===== config.mk =====
export PLATFORM = sky130hd
export DESIGN_NAME = fetch_unit
export DESIGN_NICKNAME = d
export VERILOG_FILES = /design/src/rtl/fetch_pkg.sv /design/src/rtl/fetch_fifo.sv /design/src/rtl/fetch_unit.sv
export SDC_FILE = /design/constraint.sdc
export NUM_CORES = 1
export LEC_CHECK = 0
export BUFFER_PORTS_ARGS = -buffer_cell sky130_fd_sc_hd__buf_2
export CAP_MARGIN = 10
export CORE_AREA = 2 2 174 125
export CTS_BUF_LIST = sky130_fd_sc_hd__clkbuf_4 sky130_fd_sc_hd__clkbuf_8 sky130_fd_sc_hd__clkbuf_16
export DETAILED_ROUTE_END_ITERATION = 10
export DIE_AREA = 0 0 176 127
export PLACE_DENSITY_LB_ADDON = 0.3
export SLEW_MARGIN = 20
export SYNTH_ARGS = -nofsm -noshare
export SYNTH_HDL_FRONTEND = slang
export SYNTH_SLANG_ARGS = --single-unit

===== constraint.sdc =====
create_clock -name clk -period 6.3 [get_ports clk]
set_input_delay 0.315 -clock clk [delete_from_list [all_inputs] [get_ports clk]]
set_output_delay 0.315 -clock clk [all_outputs]
set_load 0.02 [all_outputs]

===== src/rtl/fetch_pkg.sv =====
// fetch_pkg: shared types and constants for the instruction fetch unit.
// Holds the fetch FSM state enum, the instruction width and the prefetch
// queue entry layout. Entry pc is sized for the widest supported XLEN (64);
// narrower builds zero-extend and the unused upper flops are constant.
package fetch_pkg;
  localparam int INSTR_W = 32;
  localparam int PC_MAX = 64;
  typedef enum logic [1:0] {REQ, WAIT, DRAIN} fetch_state_t;
  typedef struct packed {
    logic [PC_MAX-1:0] pc;
    logic [INSTR_W-1:0] instr;
  } fetch_entry_t;
endpackage


===== src/rtl/fetch_fifo.sv =====
// fetch_fifo: prefetch queue with push/pop/flush and an occupancy count.
// Ports: clk, rst (sync, active-high); push/din write the tail; pop retires
// the head shown on dout; flush empties the queue; count = entries held
// (log2(DEPTH)+1 bits). Pointers are log2(DEPTH) bits and wrap naturally.
module fetch_fifo #(
  parameter int DEPTH = 4,
  parameter int WIDTH = 96,
  localparam int AW = $clog2(DEPTH)
) (
  input  logic             clk,
  input  logic             rst,
  input  logic             push,
  input  logic             pop,
  input  logic             flush,
  input  logic [WIDTH-1:0] din,
  output logic [WIDTH-1:0] dout,
  output logic [AW:0]      count
);
  logic [WIDTH-1:0] mem [DEPTH];
  logic [AW-1:0] wp, rp;
  logic do_push, do_pop;
  assign do_push = push && count != (AW+1)'(DEPTH);
  assign do_pop = pop && count != '0;
  assign dout = mem[rp];
  always_ff @(posedge clk) begin
    if (rst || flush) begin
      wp <= '0;
      rp <= '0;
      count <= '0;
    end else begin
      if (do_push) wp <= wp + 1'b1;
      if (do_pop) rp <= rp + 1'b1;
      count <= count + (AW+1)'(do_push) - (AW+1)'(do_pop);
    end
  end
  always_ff @(posedge clk) begin
    if (do_push) mem[wp] <= din;
  end
endmodule


===== src/rtl/fetch_unit.sv =====
// fetch_unit: sequential instruction fetch with a prefetch queue and redirect.
// Ports: clk, rst (sync, active-high); imem_req_* request channel (one
// request outstanding at most); imem_rsp_* response channel; redirect_* from
// execute; id_* valid/ready head of the prefetch queue toward decode.
// Optional macro FETCH_PERF_CNT_EN adds saturating perf_stall_cnt (cycles
// with id_ready & !id_valid) and perf_flush_cnt (redirect cycles).
// Supports XLEN from 32 up to 64.
module fetch_unit
  import fetch_pkg::*;
#(
  parameter int XLEN = 32,
  parameter int DEPTH = 4,
  parameter logic [XLEN-1:0] RESET_PC = '0
) (
  input  logic               clk,
  input  logic               rst,
  output logic               imem_req_valid,
  input  logic               imem_req_ready,
  output logic [XLEN-1:0]    imem_req_addr,
  input  logic               imem_rsp_valid,
  input  logic [INSTR_W-1:0] imem_rsp_data,
  input  logic               redirect_valid,
  input  logic [XLEN-1:0]    redirect_pc,
  output logic               id_valid,
  input  logic               id_ready,
  output logic [XLEN-1:0]    id_pc,
  output logic [INSTR_W-1:0] id_instr
`ifdef FETCH_PERF_CNT_EN
  ,
  output logic [31:0]        perf_stall_cnt,
  output logic [31:0]        perf_flush_cnt
`endif
);
  localparam int AW = $clog2(DEPTH);
  fetch_state_t state, state_nx;
  logic [XLEN-1:0] fetch_pc, req_pc;
  logic [AW:0] count;
  fetch_entry_t din, head;
  logic hs, push, outstanding, unused_bits;
  // Request is held off during reset so the first request appears in the
  // first cycle with rst low.
  assign imem_req_valid = !rst && state == REQ && count != (AW+1)'(DEPTH);
  assign imem_req_addr = fetch_pc;
  assign hs = imem_req_valid && imem_req_ready;
  // A redirect drops a same-cycle response; the flush empties the queue.
  assign push = state == WAIT && imem_rsp_valid && !redirect_valid;
  // A response arriving in this cycle retires the outstanding request.
  assign outstanding = state != REQ && !imem_rsp_valid;
  assign din = '{pc: PC_MAX'(req_pc), instr: imem_rsp_data};
  assign id_valid = count != '0;
  assign id_pc = head.pc[XLEN-1:0];
  assign id_instr = head.instr;
  assign unused_bits = ^{head.pc, redirect_pc[1:0]};
  always_comb begin
    state_nx = redirect_valid ? ((outstanding || hs) ? DRAIN : REQ) :
               state == REQ   ? (hs ? WAIT : REQ) :
               imem_rsp_valid ? REQ : state;
  end
  always_ff @(posedge clk) begin
    if (rst) begin
      state <= REQ;
      fetch_pc <= RESET_PC;
      req_pc <= RESET_PC;
    end else begin
      state <= state_nx;
      if (redirect_valid) fetch_pc <= {redirect_pc[XLEN-1:2], 2'b00};
      else if (hs) fetch_pc <= fetch_pc + XLEN'(4);
      if (hs) req_pc <= fetch_pc;
    end
  end
  fetch_fifo #(.DEPTH(DEPTH), .WIDTH($bits(fetch_entry_t))) u_fifo (
    .clk(clk),
    .rst(rst),
    .push(push),
    .pop(id_valid && id_ready),
    .flush(redirect_valid),
    .din(din),
    .dout(head),
    .count(count)
  );
`ifdef FETCH_PERF_CNT_EN
  always_ff @(posedge clk) begin
    if (rst) begin
      perf_stall_cnt <= '0;
      perf_flush_cnt <= '0;
    end else begin
      if (id_ready && !id_valid && perf_stall_cnt != '1) perf_stall_cnt <= perf_stall_cnt + 32'd1;
      if (redirect_valid && perf_flush_cnt != '1) perf_flush_cnt <= perf_flush_cnt + 32'd1;
    end
  end
`endif
endmodule


==> results of run 1 <==
[metal layers]
metal	track usage	routed length, um
met5	0	0
met1	0.336	11200
met2	0.337	11000
met3	0.0372	1450
met4	0.0520	500
[through the flow]
step | hold slack, ns | utilization | cell area [um2]
finish | 0.0215 | 0.707 | 14500
floorplan | 0.414 | - | 12300
global placement | 0.483 | 0.647 | 13300
CTS | 0.00148 | 0.706 | 14500
global route | 0.00726 | 0.707 | 14500
detailed placement | 0.489 | 0.647 | 13300
[cell families after synthesis]
logic type	synth area share
AO/OA/AOI/OAI	0.0345
XOR/XNOR	0.0236
adder cells (fa/ha/maj)	0.00877
buffers and inverters	0.0189
flip-flops	0.723
multiplexers	0.115
other	0.000306
AND/OR/NAND/NOR	0.0762
[cells in the mapped netlist (all sizes together), types with 8 or more instances]
cell type | instances | share of area
and2 | 8 | 0.0041
edfxtp | 248 | 0.61
clkbuf | 25 | 0.0077
buf | 17 | 0.0079
nand2 | 84 | 0.026
xnor2 | 20 | 0.014
nand4 | 14 | 0.0071
a211oi | 20 | 0.012
a21oi | 37 | 0.015
inv | 11 | 0.0034
dfxtp | 71 | 0.12
nor4 | 8 | 0.0068
mux4 | 62 | 0.11
nand3 | 9 | 0.0045
xor2 | 13 | 0.0093
nor2 | 36 | 0.011
[state kept, by name, indices dropped and copies added (netlist names), named ones only]
signal and cells:
imem_req_addr 30, req_pc 30, state 2, u_fifo.count 3
u_fifo.mem 248, u_fifo.rp 2, u_fifo.wp 2
[power breakdown]
| group | internal, W | switching (W) | leakage [nW] |
|---|---|---|---|
| clock | 0.000969 | 0.000713 | 0.472 |
| combinational | 0.0000657 | 0.0000991 | 1.67 |
| sequential | 0.00228 | 0.0000332 | 2.85 |
| total | 0.00331 | 0.000845 | 4.99 |
[worst paths after layout]
check,from,end
setup reg to reg,u_fifo.count[1],u_fifo.mem[3][40]
hold / removal,imem_rsp_data[31],u_fifo.mem[0][31]
setup / recovery,register,id_pc[4]
hold reg to reg,imem_req_addr[20],req_pc[20]
[final cells by class]
type,count,area (um2)
clock buffer,39,838
clock inverter,13,91.3
fill,1318,6020
inverter,11,41.3
multi-input combinational,362,3190
sequential,319,8880
tap,276,345
timing repair buffer,195,1130
==> impl_metrics.csv, run 1 <==
group,metric,value,unit
status,status,"completed",
synth,avgSynthCellArea,16.8,um2
clock_tree,cts_hold_buf,27,
critical_path,critPathMaxFanout,43,
worst_hold_path,hp-class,"in2reg",
die,die_h,127,um
die,io_pins,168,
power_and_ir_drop,p_per_area,287,mW/mm2
critical_path,critPathCaptureType,"output port",
finish,layout-drive-gt1-share,0.319,
timing,layout_min_cycle_time,3.08,ns
synth,synth-seq-area-share,0.723,
global_route,grt_pass1_vias,6785,
clock_tree,cts_resized,0,
synth,yosys_warnings,0,
detailed_routing,dr.pass1.iters,5,
critical_path,cp-start-kind,"register",
synth,ys.flop_type,"edfxtp_1",
timing,fin_tns_setup,0,ns
die,die_w,176,um
finish,stdcell_count,1215,
critical_path,worstSetupPathType,"reg2out",
timing,timing.slew.headroom,0.339,
critical_path,critPathBufInv,2,
die,dieArea,0.0224,mm2
clock_tree,post_cts_buffers,0,
timing,finalCritPeriodShare,0.488,
critical_path,r2r_slack,3.56,ns
detailed_routing,ant_nets,0,
clock_tree,cts_buffers,28,
global_route,antenna_found_initial,0,
die,core_region_area,0.0205,mm2
placed_design,pre_cts_ws,3.60,ns
critical_path,cp_num_cells,3,
synth,synth.cell_area,0.0123,mm2
placed_design,io_buffers,161,
critical_path,cpPeakStageDelay,0.74,ns
flow_run,cap_violations,0,
critical_path,cp.arrival,2.76,ns
placed_design,place_hpwl,14.2,mm
critical_path,reg2regPathDepth,4,
worst_hold_path,hold_depth,1,
detailed_routing,post-route-drc-count,0,
global_route,grt_max_degree,65,
finish,diodes,0,
finish,area_delta_synth_final,18.3,%
clock_tree,clkLatencyLatePin,0.53,ns
power_and_ir_drop,p_leak,4.99,nW
timing,fin_worst_skew,0.0157,ns
critical_path,cp.required,5.98,ns
timing,drv_slew,0,
die,initial_core_util,0.597,
critical_path,slowest_stage,"buf_4",
critical_path,cp_cell_sequence,"buf_4 -> mux4_2 -> buf_2",
clock_tree,clk_pin_slew,0.06,ns
finish,mostFrequentLayoutCells,"edfxtp_1 (248), buf_2 (161), nand2_1 (84)",
synth,ys_ff_latch,319,
finish,final_net_count,995,
clock_tree,clock-root-buffer,"clkbuf_16",
critical_path,cp_top_family,"buffers and inverters",
global_route,grt_overflow,0,
synth,ys_types,48,
power_and_ir_drop,ir_worst_vdd,199,uV
finish,final_common_cell,"edfxtp_1",
synth,postSynthCellCount,731,
placed_design,gp_congestion,0.895,
global_route,grt_usage,0.219,
power_and_ir_drop,power,0.00416,W
timing,setup_viol,0,
detailed_routing,wire_per_inst,19.8,um
detailed_routing,drt_iter0_drc,605,
die,rows,44,
timing,tightest_slew,0.992,ns
placed_design,dp_cells,1134,
detailed_routing,num_vias,6955,
clock_tree,cts_tree,"built",
timing,final-hold-violation-count,0,
global_route,grt_pass1_wl,37.9,mm
synth,synthArstFlopShare,0,
detailed_routing,drt_wl_total,24.1,mm
timing,finalWorstSetupSlack,3.22,ns
synth,synth_edf_count,248,
clock_tree,htree_levels,1,
clock_tree,cts_sinks,319,
timing,fmax,0.325,GHz
timing,grt_setup_unrepaired,"no",
clock_tree,cts.path.max_buffers,3,
detailed_routing,vias_per_cell,5.72,
Note: power is estimated with default switching activity, not from simulation.
==> inputs of run 2 (changes only) <==
--- a/config.mk
+++ b/config.mk
@@ -5,12 +5,13 @@
 export SDC_FILE = /design/constraint.sdc
 export NUM_CORES = 1
 export LEC_CHECK = 0
+export ABC_AREA = 1
 export BUFFER_PORTS_ARGS = -buffer_cell sky130_fd_sc_hd__buf_2
 export CAP_MARGIN = 10
-export CORE_AREA = 2 2 174 125
+export CORE_AREA = 2 2 183 131
 export CTS_BUF_LIST = sky130_fd_sc_hd__clkbuf_4 sky130_fd_sc_hd__clkbuf_8 sky130_fd_sc_hd__clkbuf_16
 export DETAILED_ROUTE_END_ITERATION = 10
-export DIE_AREA = 0 0 176 127
+export DIE_AREA = 0 0 185 133
 export PLACE_DENSITY_LB_ADDON = 0.3
 export SLEW_MARGIN = 20
 export SYNTH_ARGS = -nofsm -noshare
==> constraint.sdc (replaced) <==
create_clock -name clk -period 3.2 [get_ports clk]
set_input_delay 0.16 -clock clk [delete_from_list [all_inputs] [get_ports clk]]
set_output_delay 0.16 -clock clk [all_outputs]
set_load 0.02 [all_outputs]
==> impl_metrics.csv, run 2 <==
group,metric,value,unit
global_route,antenna_found_initial,1,
timing,final-hold-violation-count,0,
placed_design,dpl-instance-area,0.0140,mm2
clock_tree,cts_buffers,29,
synth,yosys.area_share.simple,0.135,
finish,regMostFlops,"u_fifo.mem",
timing,fin_worst_skew,0.0111,ns
global_route,grt_pass1_vias,8721,
status,status,"completed",
critical_path,cp_top_family,"flip-flops",
synth,synthArstFlopShare,0,
die,rows,47,
synth,synth_mux_area_frac,0,
critical_path,reg2regPathDepth,8,
die,die_h,133,um
critical_path,cp_cell_sequence,"buf_4 -> o21ai_0 -> o22ai_1 -> buf_2",
worst_hold_path,min_from,"redirect_pc[21]",
synth,synth_edf_count,248,
power_and_ir_drop,p_per_area,539,mW/mm2
placed_design,dp_cells,1588,
timing,finalCritPeriodShare,0.793,
synth,synth_top_family_by_area,"simple AND/OR/NAND/NOR gates",
power_and_ir_drop,p_sw,0.00168,W
timing,tightest_slew,0.778,ns
finish,layout-drive-gt1-share,0.188,
clock_tree,post_cts_buffers,0,
finish,final_common_cell,"edfxtp_1",
detailed_routing,num_vias,9317,
synth,postSynthCellCount,1155,
die,core_region_area,0.0231,mm2
critical_path,cp_num_cells,4,
critical_path,rr_startpoint,"u_fifo.count[1]",
finish,largest_register_ffs,248,
power_and_ir_drop,p_int,0.00674,W
synth,synth-xor-area-share,0.0102,
die,dieArea,0.0246,mm2
timing,holdWs,0.0325,ns
synth,ys_ff_latch,319,
detailed_routing,ant_nets,0,
clock_tree,clk_pin_slew,0.06,ns
synth,synth.cell_area,0.0129,mm2
synth,yosysTopAreaCell,"edfxtp_1",
clock_tree,clkLatencyLatePin,0.54,ns
power_and_ir_drop,pwr-share-clk,0.413,
worst_hold_path,hold_depth,5,
placed_design,gp_congestion,0.936,
die,io_pins,168,
detailed_routing,wire_per_inst,16.9,um
timing,timing.slew.headroom,0.481,
synth,yosys-top-cells-count,"edfxtp_1 (248), nor2_1 (173), nand2_1 (145), o21ai_0 (144), dfxtp_1 (71)",
power_and_ir_drop,power,0.00842,W
global_route,grt_pass1_wl,45.1,mm
worst_hold_path,hp-class,"in2reg",
power_and_ir_drop,pwr-share-seq,0.541,
synth,yosysMostFrequentCell,"edfxtp_1",
finish,diodes,0,
clock_tree,cts.path.max_buffers,3,
die,die_w,185,um
finish,design_area,0.0156,mm2
clock_tree,cts_resized,0,
critical_path,cpPeakStageDelay,0.72,ns
placed_design,place_hpwl,16.9,mm
synth,synth-seq-area-share,0.689,
critical_path,cp.required,3.04,ns
clock_tree,clock-root-buffer,"clkbuf_16",
timing,grt_setup_unrepaired,"no",
critical_path,critPathCaptureType,"output port",
critical_path,worstSetupPathType,"reg2out",
timing,drv_slew,0,
timing,fmax,0.394,GHz
clock_tree,htree_levels,1,
clock_tree,cts_sinks,319,
global_route,grt_usage,0.232,
placed_design,io_buffers,161,
global_route,grt_overflow,0,
synth,synth.top_cell.area_share,0.579,
finish,area_delta_synth_final,21.3,%
detailed_routing,drt_iter0_drc,837,
power_and_ir_drop,power_frac_comb,0.046,
synth,synth_top_cells_by_area,"edfxtp_1 (58%), dfxtp_1 (11%), o21ai_0 (5.6%), nor2_1 (5.0%), nand2_1 (4.2%)",
synth,avgSynthCellArea,11.1,um2
timing,setup_viol,0,
synth,synth_compound_area_frac,0.113,
finish,regArea,0.00887,mm2
detailed_routing,post-route-drc-count,0,
power_and_ir_drop,p_leak,5.74,nW
critical_path,r2r_slack,1.07,ns
timing,layout_min_cycle_time,2.54,ns
finish,multi_input_area,0.00348,mm2
global_route,grt_max_degree,85,
power_and_ir_drop,swShare,0.199,
critical_path,critPathMaxFanout,58,
worst_hold_path,hold_end,"imem_req_addr[21]",
critical_path,r2r_end,"u_fifo.count[1]",
critical_path,critPathBufInv,2,
flow_run,cap_violations,0,
detailed_routing,drt_wl_total,28.8,mm
finish,final_net_count,1440,
finish,stdcell_count,1702,
synth,ys_types,37,
die,initial_core_util,0.558,
synth,ys.flop_type,"edfxtp_1",
detailed_routing,vias_per_cell,5.47,
synth,yosys_warnings,0,
critical_path,cp.arrival,2.38,ns
clock_tree,cts_tree,"built",
finish,mostFrequentLayoutCells,"edfxtp_1 (248), nor2_1 (168), buf_2 (161)",
detailed_routing,dr.pass1.iters,5,
synth,synthAdderAreaFrac,0.00836,
power_and_ir_drop,ir_worst_vdd,368,uV
critical_path,cp-start-kind,"register",
finish,fillers,1759,
critical_path,slowest_stage,"dfxtp_4",
## run 2: changes by cell type in the layout (fill, tap and decap cells not counted), moves of 14 or more
| cell | before | now |
|---|---|---|
| xnor2_1 | 20 | 4 |
| inv_1 | 10 | 62 |
| a211oi_1 | 20 | 2 |
| nor2_1 | 36 | 168 |
| o21ai_0 | 1 | 144 |
| nand3_1 | 7 | 63 |
| nand2_1 | 84 | 145 |
| dlygate4sd3_1 | 29 | 61 |
| o22ai_1 | 2 | 62 |
| a21oi_1 | 37 | 51 |
| mux4_2 | 62 | 0 |
## run 2: worst register-to-register path, stage by stage (launching register included)
cell,delay (ns)
dfxtp_1,0.39
inv_2,0.07
nand3_2,0.12
nand4_1,0.49
inv_1,0.24
ha_1,0.20
fa_1,0.41
inv_1,0.06
nor2_1,0.04
## run 2: cell type report
cell class / instances / area share
multi-input combinational: 706 / 0.223
sequential: 319 / 0.569
clock inverter: 7 / 0.00690
timing repair buffer: 241 / 0.105
tap: 318 / 0.0255
clock buffer: 46 / 0.0555
inverter: 65 / 0.0157
## run 2: through the flow
stage | setup TNS [ns] | worst slack [ns] | utilization
6_report | 0 | 0.663 | 0.677
5_1_grt | 0 | 0.453 | 0.677
4_1_cts | 0 | 0.618 | 0.677
3_5_place_dp | 0 | 1.08 | 0.608
3_3_place_gp | 0 | 1.10 | 0.608
2_1_floorplan | -166.17 | -0.670 | -
## run 2: worst max-delay path by stage
stage | start | to
3_5_place_dp | u_fifo.count[1] | u_fifo.count[1]
3_3_place_gp | u_fifo.count[1] | u_fifo.count[1]
5_1_grt | register | id_pc[26]
6_report | register | id_pc[27]
4_1_cts | register | id_pc[26]
2_1_floorplan | u_fifo.count[1] | u_fifo.mem[0][0]
## run 2: logic make-up after synthesis
group | Yosys count
AO/OA/AOI/OAI | 269
other | 1
AND/OR/NAND/NOR | 410
flip-flops | 319
adder cells (fa/ha/maj) | 8
buffers and inverters | 133
XOR/XNOR | 15
## run 2: timing repair
item | 4_1_cts | 5_1_grt
hold buffers | 61 | 0
endpoints found under the hold margin | 157 | 0
endpoints found under the setup margin | 0 | 0
## run 2: power groups by stage
stage / Sequential, W / Combinational [W] / Clock [W]
floorplan: 0.00465 / 0.000176 / 0
global placement: 0.00464 / 0.000319 / 0
detailed placement: 0.00464 / 0.000327 / 0
CTS: 0.00455 / 0.000386 / 0.00354
global route: 0.00455 / 0.000431 / 0.00368
finish: 0.00455 / 0.000390 / 0.00347
## run 2: metal layers
layer / global-route usage / vias up / routed length, um
met3: 0.0482 / 46 / 2160
met5: 0 / - / 7
met4: 0.0511 / 2 / 528
li1: - / 4476 / -
met1: 0.331 / 4485 / 12900
met2: 0.370 / 308 / 13200
